## config.mk

```make
export PLATFORM = sky130hd
export DESIGN_NAME = pipeline_hazard_sequencer_flat
export DESIGN_NICKNAME = d
export VERILOG_FILES = /design/src/rtl/pipeline_hazard_sequencer_if.sv /design/src/rtl/pipeline_hazard_sequencer.sv /design/src/flat_wrapper.sv
export SDC_FILE = /design/constraint.sdc
export NUM_CORES = 1
export LEC_CHECK = 0
export CAP_MARGIN = 20
export CORE_MARGIN = 10
export CORE_UTILIZATION = 27
export DETAILED_ROUTE_END_ITERATION = 10
export PLACE_DENSITY = 0.74
export SLEW_MARGIN = 0
export SYNTH_ARGS = -nofsm -noshare
export SYNTH_HDL_FRONTEND = slang
export SYNTH_SLANG_ARGS = --single-unit
```

## constraint.sdc

```tcl
create_clock -name CLK -period 1.6 [get_ports CLK]
set_input_delay 0.32 -clock CLK [delete_from_list [all_inputs] [get_ports CLK]]
set_output_delay 0.32 -clock CLK [all_outputs]
set_load 0.01 [all_outputs]
```

## src/rtl/pipeline_hazard_sequencer_if.sv

```systemverilog
// Hazard-control bundle between the 5-stage datapath and pipeline_hazard_sequencer.
// master = datapath side (drives hit/hazard info), slave = sequencer side (drives enables/flushes).
interface pipeline_hazard_sequencer_if #(
  parameter int REG_W = 5
);
  logic             ihit;
  logic             dhit;
  logic [REG_W-1:0] dec_rs;
  logic [REG_W-1:0] dec_rt;
  logic             dec_uses_rt;
  logic             dec_jump;
  logic             ID_dread;
  logic [REG_W-1:0] ID_rt;
  logic             EX_dread;
  logic             EX_dwrite;
  logic             EX_halt;
  logic             mem_redirect;
  logic             MEM_halt;
  logic             pc_en;
  logic             IF_EN;
  logic             ID_EN;
  logic             EX_EN;
  logic             MEM_EN;
  logic             IF_FLUSH;
  logic             ID_FLUSH;
  logic             EX_FLUSH;
  logic             MEM_FLUSH;
  logic             halt;

  modport master (
    output ihit, dhit, dec_rs, dec_rt, dec_uses_rt, dec_jump, ID_dread, ID_rt,
           EX_dread, EX_dwrite, EX_halt, mem_redirect, MEM_halt,
    input  pc_en, IF_EN, ID_EN, EX_EN, MEM_EN,
           IF_FLUSH, ID_FLUSH, EX_FLUSH, MEM_FLUSH, halt
  );

  modport slave (
    input  ihit, dhit, dec_rs, dec_rt, dec_uses_rt, dec_jump, ID_dread, ID_rt,
           EX_dread, EX_dwrite, EX_halt, mem_redirect, MEM_halt,
    output pc_en, IF_EN, ID_EN, EX_EN, MEM_EN,
           IF_FLUSH, ID_FLUSH, EX_FLUSH, MEM_FLUSH, halt
  );
endinterface

```

## src/rtl/pipeline_hazard_sequencer.sv

```systemverilog
// Stall/flush sequencer for the 5-stage pipeline: fetch/data waits, load-use bubbles, redirects, halt drain.
// Optional performance counters are built when HAZARD_PERF_CNT_EN is defined.
module pipeline_hazard_sequencer #(
  parameter int REG_W = 5
) (
  input  logic                      CLK,
  input  logic                      nRST,
  pipeline_hazard_sequencer_if.slave bus
`ifdef HAZARD_PERF_CNT_EN
  ,
  output logic [31:0]               perf_stall_cycles,
  output logic [31:0]               perf_lu_bubbles,
  output logic [31:0]               perf_redirects
`endif
);

  typedef enum logic [1:0] {RUN, DMEM_WAIT, DRAIN, HALTED} state_t;

  localparam logic [REG_W-1:0] REG_ZERO = '0;

  state_t state, state_nxt;
  logic   squash_pend, squash_nxt;
  logic   dmem_busy, lu, ihit_eff;
  logic   pc_en_c, if_en_c, id_en_c, ex_en_c, mem_en_c;
  logic   if_fl_c, id_fl_c, ex_fl_c, mem_fl_c;
  logic   lu_bubble, redir_acc;

  assign dmem_busy = (bus.EX_dread | bus.EX_dwrite) & ~bus.dhit;
  assign lu = bus.ID_dread & (bus.ID_rt != REG_ZERO) &
              ((bus.ID_rt == bus.dec_rs) | (bus.dec_uses_rt & (bus.ID_rt == bus.dec_rt)));
  // Single-ported memory: a fetch cannot complete while a data access is being waited on.
  assign ihit_eff = bus.ihit & (state != DMEM_WAIT);

  always_ff @(posedge CLK or negedge nRST) begin
    if (!nRST) begin
      state       <= RUN;
      squash_pend <= 1'b0;
    end else begin
      state       <= state_nxt;
      squash_pend <= squash_nxt;
    end
  end

  always_comb begin
    state_nxt  = state;
    squash_nxt = squash_pend;
    pc_en_c    = 1'b1;
    if_en_c    = 1'b1;
    id_en_c    = 1'b1;
    ex_en_c    = 1'b1;
    mem_en_c   = 1'b1;
    if_fl_c    = 1'b0;
    id_fl_c    = 1'b0;
    ex_fl_c    = 1'b0;
    mem_fl_c   = 1'b0;
    lu_bubble  = 1'b0;
    redir_acc  = 1'b0;
    case (state)
      RUN, DMEM_WAIT: begin
        if (dmem_busy) begin
          // Freeze holds EX/MEM, so a pending redirect is re-evaluated once dhit arrives.
          {pc_en_c, if_en_c, id_en_c, ex_en_c, mem_en_c} = '0;
          state_nxt = DMEM_WAIT;
        end else begin
          state_nxt = RUN;
          if (bus.mem_redirect) begin
            {if_fl_c, id_fl_c, ex_fl_c} = 3'b111;
            redir_acc = 1'b1;
            if (!ihit_eff) squash_nxt = 1'b1;
          end else if (bus.EX_halt) begin
            pc_en_c   = 1'b0;
            if_fl_c   = 1'b1;
            state_nxt = DRAIN;
          end else if (lu) begin
            pc_en_c   = 1'b0;
            if_en_c   = 1'b0;
            id_fl_c   = 1'b1;
            lu_bubble = 1'b1;
          end else if (!ihit_eff || squash_pend) begin
            // A hit while squash_pend is the stale wrong-path fetch: drop it but advance PC to refetch.
            if_fl_c = 1'b1;
            if (!ihit_eff) pc_en_c = 1'b0;
            else           squash_nxt = 1'b0;
          end else if (bus.dec_jump) begin
            if_fl_c = 1'b1;
          end
        end
      end
      DRAIN: begin
        if (dmem_busy) begin
          {pc_en_c, if_en_c, id_en_c, ex_en_c, mem_en_c} = '0;
        end else begin
          pc_en_c = 1'b0;
          if_fl_c = 1'b1;
        end
      end
      default: begin
        {pc_en_c, if_en_c, id_en_c, ex_en_c, mem_en_c} = '0;
      end
    endcase
    if (bus.MEM_halt) state_nxt = HALTED;
  end

  assign bus.pc_en     = pc_en_c;
  assign bus.IF_EN     = if_en_c;
  assign bus.ID_EN     = id_en_c;
  assign bus.EX_EN     = ex_en_c;
  assign bus.MEM_EN    = mem_en_c;
  assign bus.IF_FLUSH  = if_fl_c;
  assign bus.ID_FLUSH  = id_fl_c;
  assign bus.EX_FLUSH  = ex_fl_c;
  assign bus.MEM_FLUSH = mem_fl_c;
  assign bus.halt      = (state == HALTED);

`ifdef HAZARD_PERF_CNT_EN
  always_ff @(posedge CLK or negedge nRST) begin
    if (!nRST) begin
      perf_stall_cycles <= '0;
      perf_lu_bubbles   <= '0;
      perf_redirects    <= '0;
    end else if (state != HALTED) begin
      if (!pc_en_c) perf_stall_cycles <= perf_stall_cycles + 32'd1;
      if (lu_bubble) perf_lu_bubbles  <= perf_lu_bubbles + 32'd1;
      if (redir_acc) perf_redirects   <= perf_redirects + 32'd1;
    end
  end
`endif

endmodule

```

## src/flat_wrapper.sv

```systemverilog
// flat-port wrapper written by rule: the top's interface ports become plain ports
module pipeline_hazard_sequencer_flat 
#(
  parameter int REG_W = 5
)
  (CLK, nRST, bus_ihit, bus_dhit, bus_dec_rs, bus_dec_rt, bus_dec_uses_rt, bus_dec_jump, bus_ID_dread, bus_ID_rt, bus_EX_dread, bus_EX_dwrite, bus_EX_halt, bus_mem_redirect, bus_MEM_halt, bus_pc_en, bus_IF_EN, bus_ID_EN, bus_EX_EN, bus_MEM_EN, bus_IF_FLUSH, bus_ID_FLUSH, bus_EX_FLUSH, bus_MEM_FLUSH, bus_halt);
  pipeline_hazard_sequencer_if #(.REG_W(REG_W)) bus_i ();
  input  logic CLK;
  input  logic nRST;
  input wire logic [$bits(bus_i.ihit)-1:0] bus_ihit;
  input wire logic [$bits(bus_i.dhit)-1:0] bus_dhit;
  input wire logic [$bits(bus_i.dec_rs)-1:0] bus_dec_rs;
  input wire logic [$bits(bus_i.dec_rt)-1:0] bus_dec_rt;
  input wire logic [$bits(bus_i.dec_uses_rt)-1:0] bus_dec_uses_rt;
  input wire logic [$bits(bus_i.dec_jump)-1:0] bus_dec_jump;
  input wire logic [$bits(bus_i.ID_dread)-1:0] bus_ID_dread;
  input wire logic [$bits(bus_i.ID_rt)-1:0] bus_ID_rt;
  input wire logic [$bits(bus_i.EX_dread)-1:0] bus_EX_dread;
  input wire logic [$bits(bus_i.EX_dwrite)-1:0] bus_EX_dwrite;
  input wire logic [$bits(bus_i.EX_halt)-1:0] bus_EX_halt;
  input wire logic [$bits(bus_i.mem_redirect)-1:0] bus_mem_redirect;
  input wire logic [$bits(bus_i.MEM_halt)-1:0] bus_MEM_halt;
  output wire logic [$bits(bus_i.pc_en)-1:0] bus_pc_en;
  output wire logic [$bits(bus_i.IF_EN)-1:0] bus_IF_EN;
  output wire logic [$bits(bus_i.ID_EN)-1:0] bus_ID_EN;
  output wire logic [$bits(bus_i.EX_EN)-1:0] bus_EX_EN;
  output wire logic [$bits(bus_i.MEM_EN)-1:0] bus_MEM_EN;
  output wire logic [$bits(bus_i.IF_FLUSH)-1:0] bus_IF_FLUSH;
  output wire logic [$bits(bus_i.ID_FLUSH)-1:0] bus_ID_FLUSH;
  output wire logic [$bits(bus_i.EX_FLUSH)-1:0] bus_EX_FLUSH;
  output wire logic [$bits(bus_i.MEM_FLUSH)-1:0] bus_MEM_FLUSH;
  output wire logic [$bits(bus_i.halt)-1:0] bus_halt;
  assign bus_i.ihit = bus_ihit;
  assign bus_i.dhit = bus_dhit;
  assign bus_i.dec_rs = bus_dec_rs;
  assign bus_i.dec_rt = bus_dec_rt;
  assign bus_i.dec_uses_rt = bus_dec_uses_rt;
  assign bus_i.dec_jump = bus_dec_jump;
  assign bus_i.ID_dread = bus_ID_dread;
  assign bus_i.ID_rt = bus_ID_rt;
  assign bus_i.EX_dread = bus_EX_dread;
  assign bus_i.EX_dwrite = bus_EX_dwrite;
  assign bus_i.EX_halt = bus_EX_halt;
  assign bus_i.mem_redirect = bus_mem_redirect;
  assign bus_i.MEM_halt = bus_MEM_halt;
  assign bus_pc_en = bus_i.pc_en;
  assign bus_IF_EN = bus_i.IF_EN;
  assign bus_ID_EN = bus_i.ID_EN;
  assign bus_EX_EN = bus_i.EX_EN;
  assign bus_MEM_EN = bus_i.MEM_EN;
  assign bus_IF_FLUSH = bus_i.IF_FLUSH;
  assign bus_ID_FLUSH = bus_i.ID_FLUSH;
  assign bus_EX_FLUSH = bus_i.EX_FLUSH;
  assign bus_MEM_FLUSH = bus_i.MEM_FLUSH;
  assign bus_halt = bus_i.halt;
  pipeline_hazard_sequencer #(.REG_W(REG_W)) u_core (.CLK(CLK), .nRST(nRST), .bus(bus_i));
endmodule
```

Word-level counts from Yosys, hierarchy flattened
Index checks and enable logic that the tools add are counted.
{"block": "totals", "word_cells": 70, "mem_bits_ro": 0, "latch_bits": 0, "input_bits": 27, "ramBits": 0, "n_memories": 0, "regBits": 3, "out_inout_bits": 10}
{"block": "classes", "n_bitwise": 9, "order_cmp": 0, "n_mux": 40, "n_div": 0, "n_mul": 0, "n_eq_ne": 9, "n_shift": 0, "n_addsub": 0, "n_reduce_logical": 10}
{"operator": "1-bit 2-to-1 mux", "n": 33}
{"operator": "5-bit equality test", "n": 2}
{"operator": "2-bit 2-to-1 mux", "n": 5}
{"operator": "7-bit AND reduction", "n": 1}
{"operator": "2-bit nonzero test", "n": 3}
{"operator": "1-bit AND", "n": 5}
{"operator": "5-bit nonzero test", "n": 1}
{"operator": "2-bit equality test, second input constant", "n": 2}
{"operator": "2-bit by 1-bit != test with 1-bit output, second input constant", "n": 2}
{"operator": "2-bit != test, second input constant", "n": 2}
{"operator": "1-bit case mux with 2 select lines", "n": 2}
{"operator": "3-bit OR reduction", "n": 1}
{"operator": "2-bit by 1-bit equality test with 1-bit output, second input constant", "n": 1}
{"operator": "2-bit zero test", "n": 1}
{"operator": "1-bit NOT", "n": 2}
{"operator": "1-bit OR", "n": 2}
{"operator": "2-bit OR reduction", "n": 1}
{"operator": "1-bit zero test", "n": 1}
{"operator": "1-bit logical OR", "n": 1}

Logic depth before layout (Yosys ltp)
{"block": "logic_depth", "depth_word": 10, "mapped_depth": 4, "depth_no_buf": 4}

Worst setup path after synthesis
Ideal clock, no wire load.
{"block": "synth_path", "path_type": "input to output", "start": "input port bus_ID_rt[1]", "end": "output port bus_IF_EN", "path_buffers": 0, "arrival_time_ns": 1.364, "required_ns": 1.280, "setup_slack_ns": -0.084, "path_stages": 4, "path_cell_list": "or4_4 o21a_1 and2_4 a21boi_2"}
{"block": "synth_between", "elab_chain_len": 9, "elab_cells_between_ends": 12, "cone_classes": "eq/ne (2); mux (5); bitwise (4); reduce/logical (1)"}
{"element": "start: declaration", "line": "flat_wrapper.sv:17", "rtl": "input wire logic [$bits(bus_i.ID_rt)-1:0] bus_ID_rt;"}
{"element": "5-bit equality test", "line": "pipeline_hazard_sequencer.sv:30", "rtl": "((bus.ID_rt == bus.dec_rs) | (bus.dec_uses_rt & (bus.ID_rt == bus.dec_rt)));"}
{"element": "1-bit AND", "line": "pipeline_hazard_sequencer.sv:30"}
{"element": "1-bit OR", "line": "pipeline_hazard_sequencer.sv:30"}
{"element": "1-bit AND *", "line": "pipeline_hazard_sequencer.sv:29", "rtl": "assign lu = bus.ID_dread & (bus.ID_rt != REG_ZERO) &"}
{"element": "1-bit 2-to-1 mux *", "line": "pipeline_hazard_sequencer.sv:74", "rtl": "end else if (lu) begin"}
{"element": "1-bit 2-to-1 mux *", "line": "pipeline_hazard_sequencer.sv:70", "rtl": "end else if (bus.EX_halt) begin"}
{"element": "1-bit 2-to-1 mux *", "line": "pipeline_hazard_sequencer.sv:66", "rtl": "if (bus.mem_redirect) begin"}
{"element": "1-bit 2-to-1 mux *", "line": "pipeline_hazard_sequencer.sv:60", "rtl": "if (dmem_busy) begin"}
{"element": "1-bit case mux with 2 select lines *", "line": "pipeline_hazard_sequencer.sv:58", "rtl": "case (state)"}
{"element": "end: declaration", "line": "flat_wrapper.sv:24", "rtl": "output wire logic [$bits(bus_i.IF_EN)-1:0] bus_IF_EN;"}
Mark *: on every way between the ends. The rest lies on a longest branch, timed or not.

Worst setup path in the final report
{"block": "layout_path", "start": "input port bus_ID_rt[4]", "end": "output port bus_IF_EN"}
The elaborated chain is that of the path after synthesis.

==> impl_metrics.csv <==
group,metric,value,unit
sta,fmax,529,MHz
setup_path,worstSetupPathType,"in -> out",
synth,yosysSeqAreaShare,18.2,%
setup_path,endpoint_kind,"output pin",
placed_design,io_buffers,35,
routing,wirelength,1.91,mm
final_layout,fin_nets,136,
power,p_total,359,uW
routing,wl_met3,61,um
routing,detail_route.vias_per_cell,4.77,
global_route,grt.overflow.total,0,
clock_tree,ctsHoldBuffers,0,
floorplan,dieArea,0.00349,mm2
sta,fin_crit_sh,118,%
clock_tree,cts_made_buffers,3,
power,p_seq_share,22.7,%
setup_path,worstRegToRegCells,4,
clock_tree,h-tree-depth,1,
floorplan,floorplan.initialDensity,28.0,%
clock_tree,insertion_delay,230,ps
clock_tree,root_buffer,"clkbuf_4",
setup_path,start_kind,"input port",
synth,syn_nets,79,
power,comb_power_share,40.5,%
synth,synthesis.instances,52,
synth,avgSynthCellArea,7.92,um2
final_layout,design_area,972,um2
sta,rsz0062_at_grt,"yes",
power,power_density,369,mW/mm2
sta,hold_viol_final,0,
setup_path,cp.depth,6,
clock_tree,cts.sinks,3,
global_route,grt_pass1_wl,2.98,mm
power,leakagePower,0.000437,uW
final_layout,n_antenna_cell,0,
outcome,status,"complete, but fails checks",
setup_path,crit_chain,"buf_6 -> or4_4 -> o21a_1 -> and2_4 -> a21boi_2 -> buf_2",
placed_design,dpl_cell_area,887,um2
global_route,grt.total_usage,10.7,%
clock_tree,cts_tree,"done",
routing,drcViolationCount,0,
placed_design,hpwlAfterDp,1.53,mm
setup_path,critical-path-top-delay-family,"simple AND/OR/NAND/NOR gates",
sta,fin_crit,1890,ps
sta,setup_viol,4,
sta,fin_ws,-289,ps
setup_path,crit_fanout,3,
floorplan,core_area,0.00147,mm2
clock_tree,path_clk_slew,40,ps
synth,yosys_warnings,0,
routing,drt-initial-drc-count,5,
final_layout,seqCellArea,76.3,um2
setup_path,arrival,1570,ps
power,p_sw,94.2,uW
setup_path,critPathRequiredTime,1280,ps
sta,fin_skew,1.12,ps
floorplan,die_y,59.0,um
routing,vias,591,
synth,ys_ff_latch,3,
final_layout,syn_to_final_growth,136,%
synth,syn_area,412,um2
global_route,grt_pass1_vias,630,
setup_path,slowest_delay,520,ps
final_layout,multiInputGateArea,365,um2
global_route,grt_max_degree,6,
routing,met2_length,1.14,mm
final_layout,fillers,140,
floorplan,rows,14,
worst_hold_path,hold_class,"in -> async",
placed_design,gp_congestion,0.889,
power,netSwitchingFraction,26.3,%
setup_path,cp_slowest_cell,"or4_4",
outcome,violations,"negative setup slack",
floorplan,pin_count,37,
routing,ant_nets,0,
setup_path,cp_num_buf_inv,2,
routing,firstDrtPassIters,4,
job,cap_violations,0,
sta,finalMaxSlewViolations,0,
routing,wire_per_inst,15.4,um
power,p_int,264,uW
routing,top_layer,"met4",
routing,wl_met1,690,um
synth,ys_types,26,
power,ir_drop,0.544,mV
floorplan,die_x,59.0,um
global_route,grt_antenna_before_repair,0,
power,p_clk_share,36.8,%
final_layout,drive_above_1_share,48.1,%
clock_tree,cts.path.max_buffers,2,
-- cells in the final DEF (no fill, tap or decap), types with 3 or more instances in the layout --
cell type and n:
xnor2_1 9, buf_4 18, clkdlybuf4s50_1 7, nor3_2 3
buf_6 9, clkbuf_4 3, dlygate4sd2_1 14, buf_2 4
nand2_1 3
-- final cells by class --
type                            count  area share (%)
Multi-Input combinational cell     44            37.6
Inverter                            2           0.772
Timing Repair Buffer               55            49.0
Sequential cell                     3            7.85
Clock buffer                        4            2.70
Tap cell                           16            2.06
-- worst paths after layout --
check / startpoint / end / slack, ps
max: bus_ID_rt[4] / bus_IF_EN / -290
min: nRST / u_core.squash_pend$_DFFE_PN0P_ / 270
max reg2reg: u_core.state[1]$_DFFE_PN0P_ / u_core.squash_pend$_DFFE_PN0P_ / 220
min reg2reg: u_core.state[1]$_DFFE_PN0P_ / u_core.state[1]$_DFFE_PN0P_ / 650
max in group asynchronous: nRST / u_core.state[1]$_DFFE_PN0P_ / 1180
min in group CLK: bus_EX_halt / u_core.state[1]$_DFFE_PN0P_ / 590
-- sequential cells by signal, indices dropped and copies added (netlist names) --
| register | flops |
|---|---|
| u_core.state | 2 |
| u_core.squash_pend | 1 |
-- power groups by stage --
stage	clock (uW)	sequential, uW	combinational [uW]
after global placement	0	82.5	141
final	132	81.6	145
after global routing	139	81.9	156
after detailed placement	0	82.3	144
after floorplan	0	81.8	48.3
after CTS	139	81.4	140
-- metal layers --
metal,vias up,GRT usage [%]
li1,299,-
met2,15,21.5
met3,2,1.07
met5,-,0
met4,0,3.93
met1,275,10.9
-- stage by stage --
stage          worst slack [ps]  utilization, %  hold WS [ps]  setup TNS (ps)  cells
2_1_floorplan             -80.1               -          24.4            -130     52
6_report                   -289            66.1           268            -972    124
3_3_place_gp              -1040            60.3           509           -6430    116
4_1_cts                    -310            63.7           259            -977    123
3_5_place_dp              -1060            60.3           510           -6510    116
5_1_grt                    -351            66.1           276           -1270    124
-- synth_stat cells, drive strengths merged --
master | count | area share [%]
a311o | 1 | 2.4
o2111ai | 1 | 2.1
a31oi | 1 | 1.5
nand4 | 1 | 1.5
or4 | 1 | 2.7
a2111oi | 1 | 2.1
nand3 | 2 | 2.4
and2 | 2 | 3.6
a21boi | 1 | 2.7
dfrtp | 3 | 18
a21oi | 1 | 2.1
o21bai | 1 | 1.8
inv | 2 | 1.8
o22ai | 2 | 3.0
buf | 3 | 5.5
o21ai | 3 | 3.6
nor3 | 3 | 3.6
nor2 | 3 | 2.7
o21a | 1 | 1.8
nor2b | 1 | 1.5
o21ba | 2 | 4.9
a31o | 1 | 2.1
xnor2 | 10 | 21
nand2 | 4 | 3.6
conb | 1 | 0.91
-- repair_timing --
| item | in CTS | in global routing |
|---|---|---|
| resized for setup | 72 | 15 |
| setup endpoints to repair | 10 | 8 |
| pin swaps | 19 | 6 |
| setup buffers | 3 | 1 |
-- cells by family after synthesis --
logic type | after synthesis | synth area share [%]
and+or+nand+nor | 17 | 21.9
AOI/OAI and AO/OA | 16 | 30.4
xor gates and xnor gates | 10 | 21.3
buffers and inverters | 5 | 7.30
DFF | 3 | 18.2
other | 1 | 0.911
-- worst reg2reg max path, stage by stage, from the launching register on --
cell and delay, ps:
dfrtp_2 420, buf_4 150, a2111oi_0 380, o22ai_1 120
o21ba_2 250
Note: power is estimated with default switching activity, not from simulation.
